## config.mk

```make
export PLATFORM = sky130hd
export DESIGN_NAME = imm_gen_stage
export DESIGN_NICKNAME = d
export VERILOG_FILES = /design/src/rtl/imm_gen_stage.sv
export SDC_FILE = /design/constraint.sdc
export NUM_CORES = 1
export LEC_CHECK = 0
export CAP_MARGIN = 20
export CORE_AREA = 10 10 106 108
export DETAILED_ROUTE_END_ITERATION = 6
export DIE_AREA = 0 0 116 118
export MAX_ROUTING_LAYER = met4
export PLACE_DENSITY = 0.7
export SLEW_MARGIN = 10
export SYNTH_ARGS = -nofsm -noshare
export SYNTH_HDL_FRONTEND = slang
export SYNTH_SLANG_ARGS = --single-unit
export TNS_END_PERCENT = 5
```

## constraint.sdc

```tcl
create_clock -name clk_i -period 3.98 [get_ports clk_i]
set_clock_uncertainty 0.15 [all_clocks]
set_input_delay 0.995 -clock clk_i [delete_from_list [all_inputs] [get_ports clk_i]]
set_output_delay 0.995 -clock clk_i [all_outputs]
set_load 0.1 [all_outputs]
```

## src/rtl/imm_gen_stage.sv

```systemverilog
// imm_gen_stage: registered RV32/RV64 immediate generator with valid/ready handshake,
// optional 2-entry skid buffer and synchronous flush.
module imm_gen_stage #(
    parameter int XLEN  = 32,
    parameter int TAG_W = 5,
    parameter int SKID  = 1
) (
    input  logic             clk_i,
    input  logic             rst_n_i,
    input  logic             flush_i,
    input  logic             in_valid_i,
    output logic             in_ready_o,
    input  logic [31:0]      instr_i,
    input  logic [TAG_W-1:0] tag_i,
    output logic             out_valid_o,
    input  logic             out_ready_i,
    output logic [XLEN-1:0]  imm_o,
    output logic [2:0]       fmt_o,
    output logic [TAG_W-1:0] tag_o
);
    localparam logic [6:0] OP_IMM    = 7'b0010011;
    localparam logic [6:0] OP_LOAD   = 7'b0000011;
    localparam logic [6:0] OP_JALR   = 7'b1100111;
    localparam logic [6:0] OP_IMM_32 = 7'b0011011;
    localparam logic [6:0] OP_STORE  = 7'b0100011;
    localparam logic [6:0] OP_BRANCH = 7'b1100011;
    localparam logic [6:0] OP_JAL    = 7'b1101111;
    localparam logic [6:0] OP_LUI    = 7'b0110111;
    localparam logic [6:0] OP_AUIPC  = 7'b0010111;
    localparam logic [6:0] OP_SYSTEM = 7'b1110011;

    logic [6:0]       op;
    logic             is_i;
    logic [2:0]       fmt_d;
    logic [XLEN-1:0]  imm_d;
    logic             o_v, k_v;
    logic [XLEN-1:0]  k_imm;
    logic [2:0]       k_fmt;
    logic [TAG_W-1:0] k_tag;

    always_comb begin
        op    = instr_i[6:0];
        is_i  = op == OP_IMM || op == OP_LOAD || op == OP_JALR || (XLEN == 64 && op == OP_IMM_32);
        fmt_d = is_i ? 3'd1 :
                op == OP_STORE ? 3'd2 :
                op == OP_BRANCH ? 3'd3 :
                (op == OP_LUI || op == OP_AUIPC) ? 3'd4 :
                op == OP_JAL ? 3'd5 :
                (op == OP_SYSTEM && instr_i[14]) ? 3'd6 : 3'd0;
        // Signed casts make the width casts sign-extend to XLEN.
        imm_d = fmt_d == 3'd1 ? XLEN'($signed(instr_i[31:20])) :
                fmt_d == 3'd2 ? XLEN'($signed({instr_i[31:25], instr_i[11:7]})) :
                fmt_d == 3'd3 ? XLEN'($signed({instr_i[31], instr_i[7], instr_i[30:25], instr_i[11:8], 1'b0})) :
                fmt_d == 3'd4 ? XLEN'($signed({instr_i[31:12], 12'b0})) :
                fmt_d == 3'd5 ? XLEN'($signed({instr_i[31], instr_i[19:12], instr_i[20], instr_i[30:21], 1'b0})) :
                fmt_d == 3'd6 ? XLEN'(instr_i[19:15]) : '0;
    end

    assign in_ready_o  = SKID != 0 ? !k_v : (!o_v || out_ready_i);
    assign out_valid_o = o_v;

    // K is only ever valid while O is held, so a valid K always refills O on drain.
    always_ff @(posedge clk_i or negedge rst_n_i) begin
        if (!rst_n_i) begin
            o_v   <= 1'b0;
            k_v   <= 1'b0;
            imm_o <= '0;
            fmt_o <= '0;
            tag_o <= '0;
            k_imm <= '0;
            k_fmt <= '0;
            k_tag <= '0;
        end else if (flush_i) begin
            o_v <= 1'b0;
            k_v <= 1'b0;
        end else if (k_v) begin
            if (out_ready_i) begin
                imm_o <= k_imm;
                fmt_o <= k_fmt;
                tag_o <= k_tag;
                k_v   <= 1'b0;
            end
        end else if (in_valid_i && in_ready_o) begin
            if (!o_v || out_ready_i) begin
                o_v   <= 1'b1;
                imm_o <= imm_d;
                fmt_o <= fmt_d;
                tag_o <= tag_i;
            end else if (SKID != 0) begin
                k_v   <= 1'b1;
                k_imm <= imm_d;
                k_fmt <= fmt_d;
                k_tag <= tag_i;
            end
        end else if (out_ready_i) begin
            o_v <= 1'b0;
        end
    end
endmodule

```

* After elaboration in Yosys (flattened, before gate mapping)
Cells that the tools add are included.
W data, S select, Z words.
** Cells by class
- Bitwise logic cells :: 3
- Multiplexer cells :: 34
- Equal/unequal tests :: 18
- Reduce and logical (&&, ||, !) cells :: 14
** Operator list (number)
- $mux W32 :: 9
- $mux W3 :: 10
- $eq A7 B7 Y1 const B :: 4
- $mux W5 :: 5
- $eq A7 B5 Y1 const B :: 2
- $eq A7 B6 Y1 const B :: 2
- $mux W1 :: 10
- $eq A3 B3 Y1 const B :: 3
- $reduce_and A4 Y1 :: 2
- $eq A7 B2 Y1 const B :: 1
- $eq A3 B2 Y1 const B :: 2
- $logic_or A1 B1 Y1 :: 4
- $ne A2 B2 Y1 const B :: 2
- $reduce_bool A2 Y1 :: 2
- $eq A3 B1 Y1 const B :: 1
- $ne A3 B3 Y1 const B :: 1
- $not A1 Y1 :: 3
- $reduce_and A3 Y1 :: 1
- $reduce_bool A3 Y1 :: 1
- $logic_and A1 B1 Y1 :: 2
- $logic_not A1 Y1 :: 2
** Word-level totals
- Word-level logic and storage cells :: 77
- Output and inout port bits :: 42
- Bits of input ports :: 42
- Bits in registers :: 82

* Logic depth before layout (Yosys ltp)
Gate-level depths: netlist of the first run.
- Depth after elaboration :: 18
- Depth in mapped cells :: 6

* Worst setup path before layout of the first run
Ideal clock, no wire load.
- Path type :: flip-flop to output port
- Start :: register k_v
- End :: output port in_ready_o
- Data required time :: 2.835 ns
- Cell stages (with the launch flop) :: 3
- Arrival time :: 1.536 ns
- Path slack :: 1.299 ns
- Cells stage by stage :: dfrtp_1 > inv_1 > clkbuf_1
** Between the ends
- Longest elaborated chain between the ends :: 1
** RTL lines
- from (decl) :: RTL line 36 : logic o_v, k_v;
- from (signal assigned) :: RTL line 66 : k_v <= 1'b0;
- from (signal assigned) :: RTL line 75 : k_v <= 1'b0;
- from (signal assigned) :: RTL line 81 : k_v <= 1'b0;
- $logic_not A1 Y1 :: RTL line 59 : assign in_ready_o = SKID != 0 ? !k_v : (!o_v || out_ready_i);
- to (decl) :: RTL line 12 : output logic in_ready_o,
Every way passes these cells.

* Final worst setup path of the first run
- Start :: register imm_o[3]
- End :: output port imm_o[3]
** RTL lines
- from (decl) :: RTL line 17 : output logic [XLEN-1:0] imm_o,
- from (signal assigned) :: RTL line 78 : imm_o <= k_imm;
- from (signal assigned) :: RTL line 86 : imm_o <= imm_d;
No word-level cell between the ends.

==> results_dict.tcl, run 1 <==
set metrics [dict create \
    ys_seq_area_share_pct 50.6 \
    synthTopCellsByArea "dfrtp_1 51%, nand2_1 8.5%, o21ai_0 3.7%, a21oi_1 3.0%, nor2_1 3.0%" \
    timing.slew.headroom_pct 34.2 \
    dieArea_um2 13700 \
    final_nets 547 \
    rsz0062_at_grt "no" \
    fp-row-count 35 \
    min_to "fmt_o[0]" \
    min_from "fmt_o[0]" \
    syn_inst 432 \
    clockBufferDepth 2 \
    cts_setup_buffers 0 \
    vias_per_cell 5.71 \
    fin_crit_ns 3.05 \
    cp.arrival_ns 1.91 \
    grt_max_degree 83 \
    timing.final.crit_share_pct 76.7 \
    wl_per_cell_um 18.3 \
    insertion_delay_ns 0.35 \
    fillers 838 \
    cts_resized 0 \
    min_path_type "reg -> reg" \
    reg2regPathDepth 5 \
    io_pins 84 \
    worst_setup_path_start_kind "register" \
    gp_congestion 0.861 \
    cts.reportedPaths.clkPinSlew_ns 0.09 \
    dp.final_hpwl_um 8000 \
    synth_cell_type_count 52 \
    hold_viol 0 \
    port_buffers 83 \
    stdcell_count 621 \
    synth_edf_count 0 \
    cap_violations 0 \
    path_class "reg -> out" \
    tightest_slew_ns 0.984 \
    path_cells "clkdlybuf4s50_1" \
    core_region_area_um2 9110 \
    drv_slew 0 \
    r2r-start "k_v" \
    avgSynthCellArea_um2 9.38 \
    die_h_um 118 \
    max_stage_delay_ns 1.16 \
    critical_path.top_delay_family "buffers and inverters" \
    cpMaxStageDelayCell "clkdlybuf4s50_1" \
    drive_gt1_share_pct 8.82 \
    grt_pass1_wl_um 18800 \
    power_density_nw_per_um2 464 \
    status "finished, final reports clean" \
    cts-root-buf "clkbuf_8" \
    setup-tns-final_ns 0 \
    crit_start "imm_o[3]" \
    cts_made_buffers 9 \
    tritoncts "built" \
    setup-violations-final 0 \
    synth.cell_area_um2 4050 \
    clkSinkCount 82 \
    reg2reg_slack_ns 1.68 \
    grt_overflow 0 \
    p_leak_nw 2.16 \
    synth_top_area_share_pct 50.6 \
    drtIter0Drc 202 \
    cp_num_buf_inv 1 \
    ctsHtreeMaxLevel 3 \
    synth-seq-cells 82 \
    firstDrtPassIters 5 \
    yosys.area.top_type "dfrtp_1" \
    syn-num-nets 474 \
    totalPowerFinal_w 0.00239 \
    drc 0 \
    worstPathMaxFanout 2 \
    synth_warnings 0 \
    synth_flop_cell "dfrtp_1" \
    rr_endpoint "imm_o[16]" \
    required_ns 2.83 \
    grt_pass1_vias 3509 \
    holdPathStages 2 \
    ant_nets 0 \
    totalWireLength_um 11300 \
    start_util_pct 44.5 \
    async_flop_share_pct 100 \
    dp_cells 604 \
    via_count 3547 \
    holdBufCountCts 0 \
    grt_usage_pct 17.3 \
    max_freq_mhz 327 \
    die_x_um 116 \
    diodes 0 \
    worst_ir_drop_vdd_mv 0.220 \
    worstSetupEndpointType "output pin" \
    area_growth_pct 26.9 \
    antenna_found_initial 0 \
]
[cells by family (layout without fill, tap and decap cells)]
logic type / count (synthesis) / after routing / share of synthesized area [%]
multiplexers: 10 / 10 / 2.47
AND/OR/NAND/NOR: 169 / 169 / 20.3
AO/OA/AOI/OAI: 130 / 130 / 21.7
buffers and inverters: 41 / 119 / 4.91
flip-flops: 82 / 82 / 50.6
[routing by layer]
layer  part of all wire [%]  up-vias  global-route usage [%]
met5                      0        -                       -
met4                   0.99        0                    5.01
met3                    7.1       14                    3.57
met2                     47      132                    25.3
met1                     45     1724                    23.6
li1                       -     1677                       -
[sequential cells by signal, indices dropped and copies added, names as in the netlist]
name,count
k_v,1
k_imm,32
k_fmt,3
k_tag,5
fmt_o,3
out_valid_o,1
imm_o,32
tag_o,5
[how the worst max path moves through the flow]
stage | cells after the start | to
after floorplan | 2 | in_ready_o
after global placement | 5 | imm_o[28]
after detailed placement | 5 | imm_o[22]
after CTS | 1 | imm_o[3]
after global routing | 5 | imm_o[25]
final | 1 | imm_o[3]
[where the power goes]
group | internal, W | switching, W | total (W)
sequential | 0.000947 | 0.0000658 | 0.00101
clock | 0.000308 | 0.000308 | 0.000616
combinational | 0.000204 | 0.000552 | 0.000756
total | 0.00146 | 0.000926 | 0.00239
[per-stage QoR]
step / utilization (%) / worst slack, ns / instance area, um2 / hold WS, ns
detailed placement: 53.9 / 0.579 / 4910 / 0.308
global placement: 53.9 / 0.682 / 4910 / 0.301
CTS: 56.2 / 0.911 / 5110 / 0.327
finish: 56.5 / 0.926 / 5140 / 0.321
global route: 56.5 / 0.798 / 5140 / 0.351
floorplan: - / 1.30 / 4050 / 0.287
[cells in the final DEF, fill, tap and decap left out, types with 2 or more instances in the layout]
cell and instances:
o21ai_1 2, a211oi_1 3, nor4_1 3, clkinv_2 2, o21ai_0 30, a211o_1 5
a22oi_1 8, nand2_1 92, a32oi_1 10, inv_1 11, o22ai_1 6, a21oi_1 24
nor2b_1 3, mux2i_1 10, a22o_1 6, a31oi_1 12, clkdlybuf4s50_1 78, o21a_1 2
nand4b_1 2, dfrtp_1 82, nor2_1 32, buf_4 13, and2_1 5, clkbuf_8 10
nor3_1 4, o31ai_1 2, nand2b_1 5, o211ai_1 12, nand3_1 9
[area by class of cell]
class                   count  area (um2)  share of cell area, %
clock inverters             6        65.1                   1.27
clock buffers              10         138                   2.68
inverters                  11        41.3                  0.803
well taps                 111         139                   2.70
repair buffers             92         906                   17.6
flip-flops and latches     82        2050                   39.9
multi-input cells         309        1800                   35.0
[synthesized netlist by cell type (all sizes together) (2+ instances only)]
cell type and n:
o31ai 2, o22ai 7, buf 14, a22oi 8
a211o 5, nor3b 2, nor4 4, o21ai 33
nor2 34, a21oi 24, nand4b 3, nor2b 3
nand3b 2, nand2 93, mux2i 10, a32oi 11
a31oi 12, o211ai 12, or3 2, o21a 2
clkbuf 16, a22o 6, inv 11, nor3 5
dfrtp 82, and2 5, nand3 9, a211oi 3
nand2b 5
No activity file was read; power rests on OpenSTA's default activity.
==> inputs of run 2 (changes only) <==
==> constraint.sdc (replaced) <==
create_clock -name clk_i -period 3.1 [get_ports clk_i]
set_clock_uncertainty 0.15 [all_clocks]
set_input_delay 0.775 -clock clk_i [delete_from_list [all_inputs] [get_ports clk_i]]
set_output_delay 0.775 -clock clk_i [all_outputs]
set_load 0.1 [all_outputs]
==> run 2 against run 1 <==
Critical path depth up 4. Cell area about the same. Utilization about the same. Flip-flop and latch count did not move. Worst hold slack got worse by 0.069 ns. Wire length grew 4.1%. Sequential power is 29% higher. Clock power up 35%. Power rose by 30%. Count of clock-buffer cells in the layout is 1 lower. Register-to-register slack worse by 0.94 ns. Sequential share of layout area about the same. Largest cell class unchanged. Largest power group unchanged.
==> results_dict.tcl, run 2 (same netlist as run 1, synthesis figures left out) <==
set metrics [dict create \
    worstPathMaxFanout 20 \
    setup-tns-final_ns 0 \
    firstDrtPassIters 5 \
    reg2reg_slack_ns 0.74 \
    area_growth_pct 26.8 \
    path_cells "clkdlybuf4s50_1, nand3b_2, nor2_8, o21ai_2, a32oi_1" \
    final_nets 558 \
    ant_nets 0 \
    dp.final_hpwl_um 8500 \
    cts_resized 0 \
    top_regs "imm_o (32), k_imm (32)" \
    setup-violations-final 0 \
    fin_area_um2 5140 \
    diodes 0 \
    status "finished, final reports clean" \
    totalWireLength_um 11800 \
    hold_slack_ns 0.252 \
    timing.final.crit_share_pct 87.8 \
    tightest_slew_ns 0.893 \
    clkSinkCount 82 \
    p_leak_nw 2.28 \
    fin_crit_ns 2.72 \
    critical_path.top_delay_family "compound AO/OA/AOI/OAI gates" \
    port_buffers 83 \
    drv_slew 0 \
    final_common_cell "nand2_1" \
    grt_pass1_vias 3741 \
    die_x_um 116 \
    cp_num_buf_inv 1 \
    path_class "in -> reg" \
    cpMaxStageDelayCell "o21ai_2" \
    die_h_um 118 \
    min_path_type "in -> async" \
    clockBufferDepth 2 \
    use_met2_pct 26.8 \
    gp_congestion 0.852 \
    rsz0062_at_grt "no" \
    grt_max_degree 42 \
    drive_gt1_share_pct 17.9 \
    layout_common_cells "92 x nand2_1, 82 x dfrtp_1, 61 x buf_4" \
    met1_usage_pct 24.5 \
    worst_ir_drop_vdd_mv 0.299 \
    via_count 3651 \
    final_util_pct 56.4 \
    cp.arrival_ns 2.76 \
    drtIter0Drc 295 \
    drc 0 \
    holdBufCountCts 0 \
    busiest_layer "met2" \
    worst_setup_path_start_kind "primary input" \
    cap_violations 0 \
    io_pins 84 \
    fp-row-count 35 \
    dpl-instance-area_um2 4930 \
    stdcell_count 631 \
    insertion_delay_ns 0.35 \
    core_region_area_um2 9110 \
    cts-root-buf "clkbuf_8" \
    cts_made_buffers 9 \
    power_density_nw_per_um2 603 \
    wl_per_cell_um 18.7 \
    dieArea_um2 13700 \
    max_stage_delay_ns 0.72 \
    cts.reportedPaths.clkPinSlew_ns 0.08 \
    grt_pass1_wl_um 19700 \
    worstSetupEndpointType "register" \
    hold_viol 0 \
    timing.slew.headroom_pct 40.5 \
    start_util_pct 44.5 \
    vias_per_cell 5.79 \
    met3_usage_pct 3.31 \
    tritoncts "built" \
    max_freq_mhz 367 \
    antenna_found_initial 0 \
    dp_cells 616 \
    ctsHtreeMaxLevel 3 \
    grt_overflow 0 \
    required_ns 3.13 \
    cts_setup_buffers 0 \
    grt_usage_pct 18.0 \
]
## run 2: cell types whose count changed in the layout (fill, tap and decap cells not counted), sizes merged
cell	before	now
bufinv	1	2
clkdlybuf4s50	78	40
buf	14	63
clkbuf	10	9
inv	12	11
## run 2: report_power, final
part	leakage (nW)	total, W	switching [W]	internal [W]
combinational	1.11	0.000964	0.000715	0.000249
sequential	1.06	0.00130	0.0000878	0.00122
clock	0.105	0.000829	0.000384	0.000445
total	2.28	0.00310	0.00119	0.00191
## run 2: path summary, 6_finish.rpt
| kind | startpoint | depth (start not counted) | end |
|---|---|---|---|
| setup / recovery | instr_i[3] | 5 | imm_o[25] |
| hold / removal | rst_n_i | 1 | imm_o[0] |
| setup reg to reg | k_v | 5 | imm_o[30] |
| hold reg to reg | k_imm[11] | 2 | k_imm[11] |
| max in group asynchronous | rst_n_i | 2 | imm_o[10] |
| min in group clk_i | k_imm[11] | 2 | k_imm[11] |
## run 2: final cells by class
class	instances	area [um2]
Sequential cell	82	2050
Clock buffer	9	124
Inverter	11	41.3
Multi-Input combinational cell	309	1800
Timing Repair Buffer	103	898
Fill cell	830	3970
Tap cell	111	139
Clock inverter	6	82.6
## run 2: worst register-to-register path: stages, from the launching register on
cell and delay (ns):
dfrtp_1 0.83, nor2_1 0.20, or3_1 0.55, buf_4 0.28
a21oi_1 0.14, o22ai_1 0.08
## run 2: per-stage QoR
step,setup WS [ns],total power (W)
final,0.377,0.00310
after global routing,0.275,0.00323
after detailed placement,0.0692,0.00229
after floorplan,0.639,0.00200
after global placement,0.140,0.00227
after CTS,0.426,0.00311
## run 2: metal layers
metal	vias to the layer above	share of wire, %
met5	-	0
met2	164	46
met4	0	1.1
li1	1699	-
met1	1776	45
met3	12	7.9
==> inputs of run 3 (changes only) <==
--- a/config.mk
+++ b/config.mk
@@ -6,11 +6,12 @@
 export NUM_CORES = 1
 export LEC_CHECK = 0
 export CAP_MARGIN = 20
-export CORE_AREA = 10 10 106 108
+export CORE_AREA = 10 10 101 103
 export DETAILED_ROUTE_END_ITERATION = 6
-export DIE_AREA = 0 0 116 118
+export DIE_AREA = 0 0 111 113
+export GPL_TIMING_DRIVEN = 0
 export MAX_ROUTING_LAYER = met4
-export PLACE_DENSITY = 0.7
+export PLACE_DENSITY = 0.77
 export SLEW_MARGIN = 10
 export SYNTH_ARGS = -nofsm -noshare
 export SYNTH_HDL_FRONTEND = slang
==> run 3 against run 2 <==
Power rose by 2.2%. Sequential share of layout area fell by 0.91 points. Worst hold slack got worse by 0.063 ns. Fmax fell by 8.3%. Clock power rose by 6.3%. Count of clock-buffer cells in the layout rose by 1. Die area fell by 8.4%. Highest routed layer unchanged. Cell area rose by 2.3%. Wire length rose by 0.48%. Utilization rose by 8.2 points. Setup slack got worse by 0.25 ns. Final cell count rose by 0.79%.
==> results_dict.tcl, run 3 (same netlist as run 1, synthesis figures left out) <==
set metrics [dict create \
    worstPathMaxFanout 7 \
    cts_made_buffers 9 \
    hold_viol 0 \
    cts_resized 3 \
    insertion_delay_ns 0.35 \
    place_ws_ns -0.0374 \
    die_x_um 111 \
    via_count 3688 \
    dieArea_um2 12500 \
    grt_max_degree 54 \
    firstDrtPassIters 5 \
    setup_ws_ns 0.131 \
    fin_crit_ns 2.97 \
    port_buffers 82 \
    tightest_slew_ns 0.992 \
    tritoncts "built" \
    worst_ir_drop_vdd_mv 0.427 \
    max_freq_mhz 337 \
    diodes 0 \
    drtIter0Drc 235 \
    hold_slack_ns 0.190 \
    cts_setup_buffers 0 \
    fp-row-count 33 \
    final_nets 568 \
    gp_congestion 0.898 \
    drv_slew 0 \
    vias_per_cell 5.80 \
    layout_common_cells "92 x nand2_1, 82 x dfrtp_1, 80 x clkdlybuf4s50_1" \
    ctsHtreeMaxLevel 3 \
    required_ns 2.17 \
    area_growth_pct 29.8 \
    clkSinkCount 82 \
    core_region_area_um2 8130 \
    path_class "reg -> out" \
    ant_nets 0 \
    drc 0 \
    cpMaxStageDelayCell "clkdlybuf4s50_1" \
    holdBufCountCts 0 \
    final_common_cell "nand2_1" \
    totalWireLength_um 11900 \
    status "finished, final reports clean" \
    clockBufferDepth 2 \
    min_path_type "in -> async" \
    io_pins 84 \
    antenna_found_initial 0 \
    setup-violations-final 0 \
    die_h_um 113 \
    worst_setup_path_start_kind "register" \
    cp.arrival_ns 2.04 \
    top_regs "imm_o (32), k_imm (32)" \
    grt_pass1_wl_um 19700 \
    path_cells "clkdlybuf4s50_1" \
    cts.reportedPaths.clkPinSlew_ns 0.09 \
    cap_violations 0 \
    dp.final_hpwl_um 8780 \
    grt_usage_pct 19.3 \
    timing.final.crit_share_pct 95.8 \
    start_util_pct 49.8 \
    timing.slew.headroom_pct 33.7 \
    rsz0062_at_grt "no" \
    worstSetupEndpointType "output pin" \
    critical_path.top_delay_family "buffers and inverters" \
    power_density_nw_per_um2 602 \
    wl_per_cell_um 18.7 \
    cts-root-buf "clkbuf_8" \
    grt_overflow 0 \
    grt_pass1_vias 3861 \
    drive_gt1_share_pct 8.66 \
    cp_num_buf_inv 1 \
    p_leak_nw 2.21 \
    max_stage_delay_ns 1.20 \
]
==> run 3: cell type report <==
class	instances	area, um2
plain buffers	30	158
clock buffers	10	138
clock inverters	6	90.1
fillers	685	2880
inverters	11	41.3
multi-input cells	309	1800
flip-flops and latches	82	2050
well taps	105	131
repair buffers	83	847
==> run 3: per-layer routing <==
metal	routed length [um]	part of all wire [%]	GRT usage (%)	vias to the layer above
met5	0	0	-	-
met4	182	1.5	6.08	0
met1	5210	44	24.5	1792
li1	-	-	-	1720
met2	5720	48	30.5	156
met3	756	6.4	3.86	20
==> run 3: power by group <==
part           internal (W)  switching, W
clock network      0.000477      0.000404
registers           0.00122     0.0000807
logic              0.000268      0.000720
==> run 3: per-stage QoR <==
stage	power [W]	setup TNS, ns	area [um2]	instances	utilization (%)
after detailed placement	0.00231	-0.0374	5030	620	61.8
final	0.00317	0	5260	636	64.7
after floorplan	0.00200	0	4050	432	-
after CTS	0.00318	0	5260	636	64.7
after global placement	0.00228	-145.82	5000	619	61.5
after global routing	0.00329	0	5260	636	64.7
==> run 3: worst paths after layout <==
path,from,endpoint,slack (ns),cells after the start
setup / recovery,out_valid_o,out_valid_o,0.13,1
hold / removal,rst_n_i,imm_o[1],0.19,1
setup reg to reg,out_valid_o,imm_o[21],0.95,5
hold reg to reg,fmt_o[0],fmt_o[0],0.33,2
max in group asynchronous,rst_n_i,imm_o[13],2.01,2
min in group clk_i,fmt_o[0],fmt_o[0],0.33,2
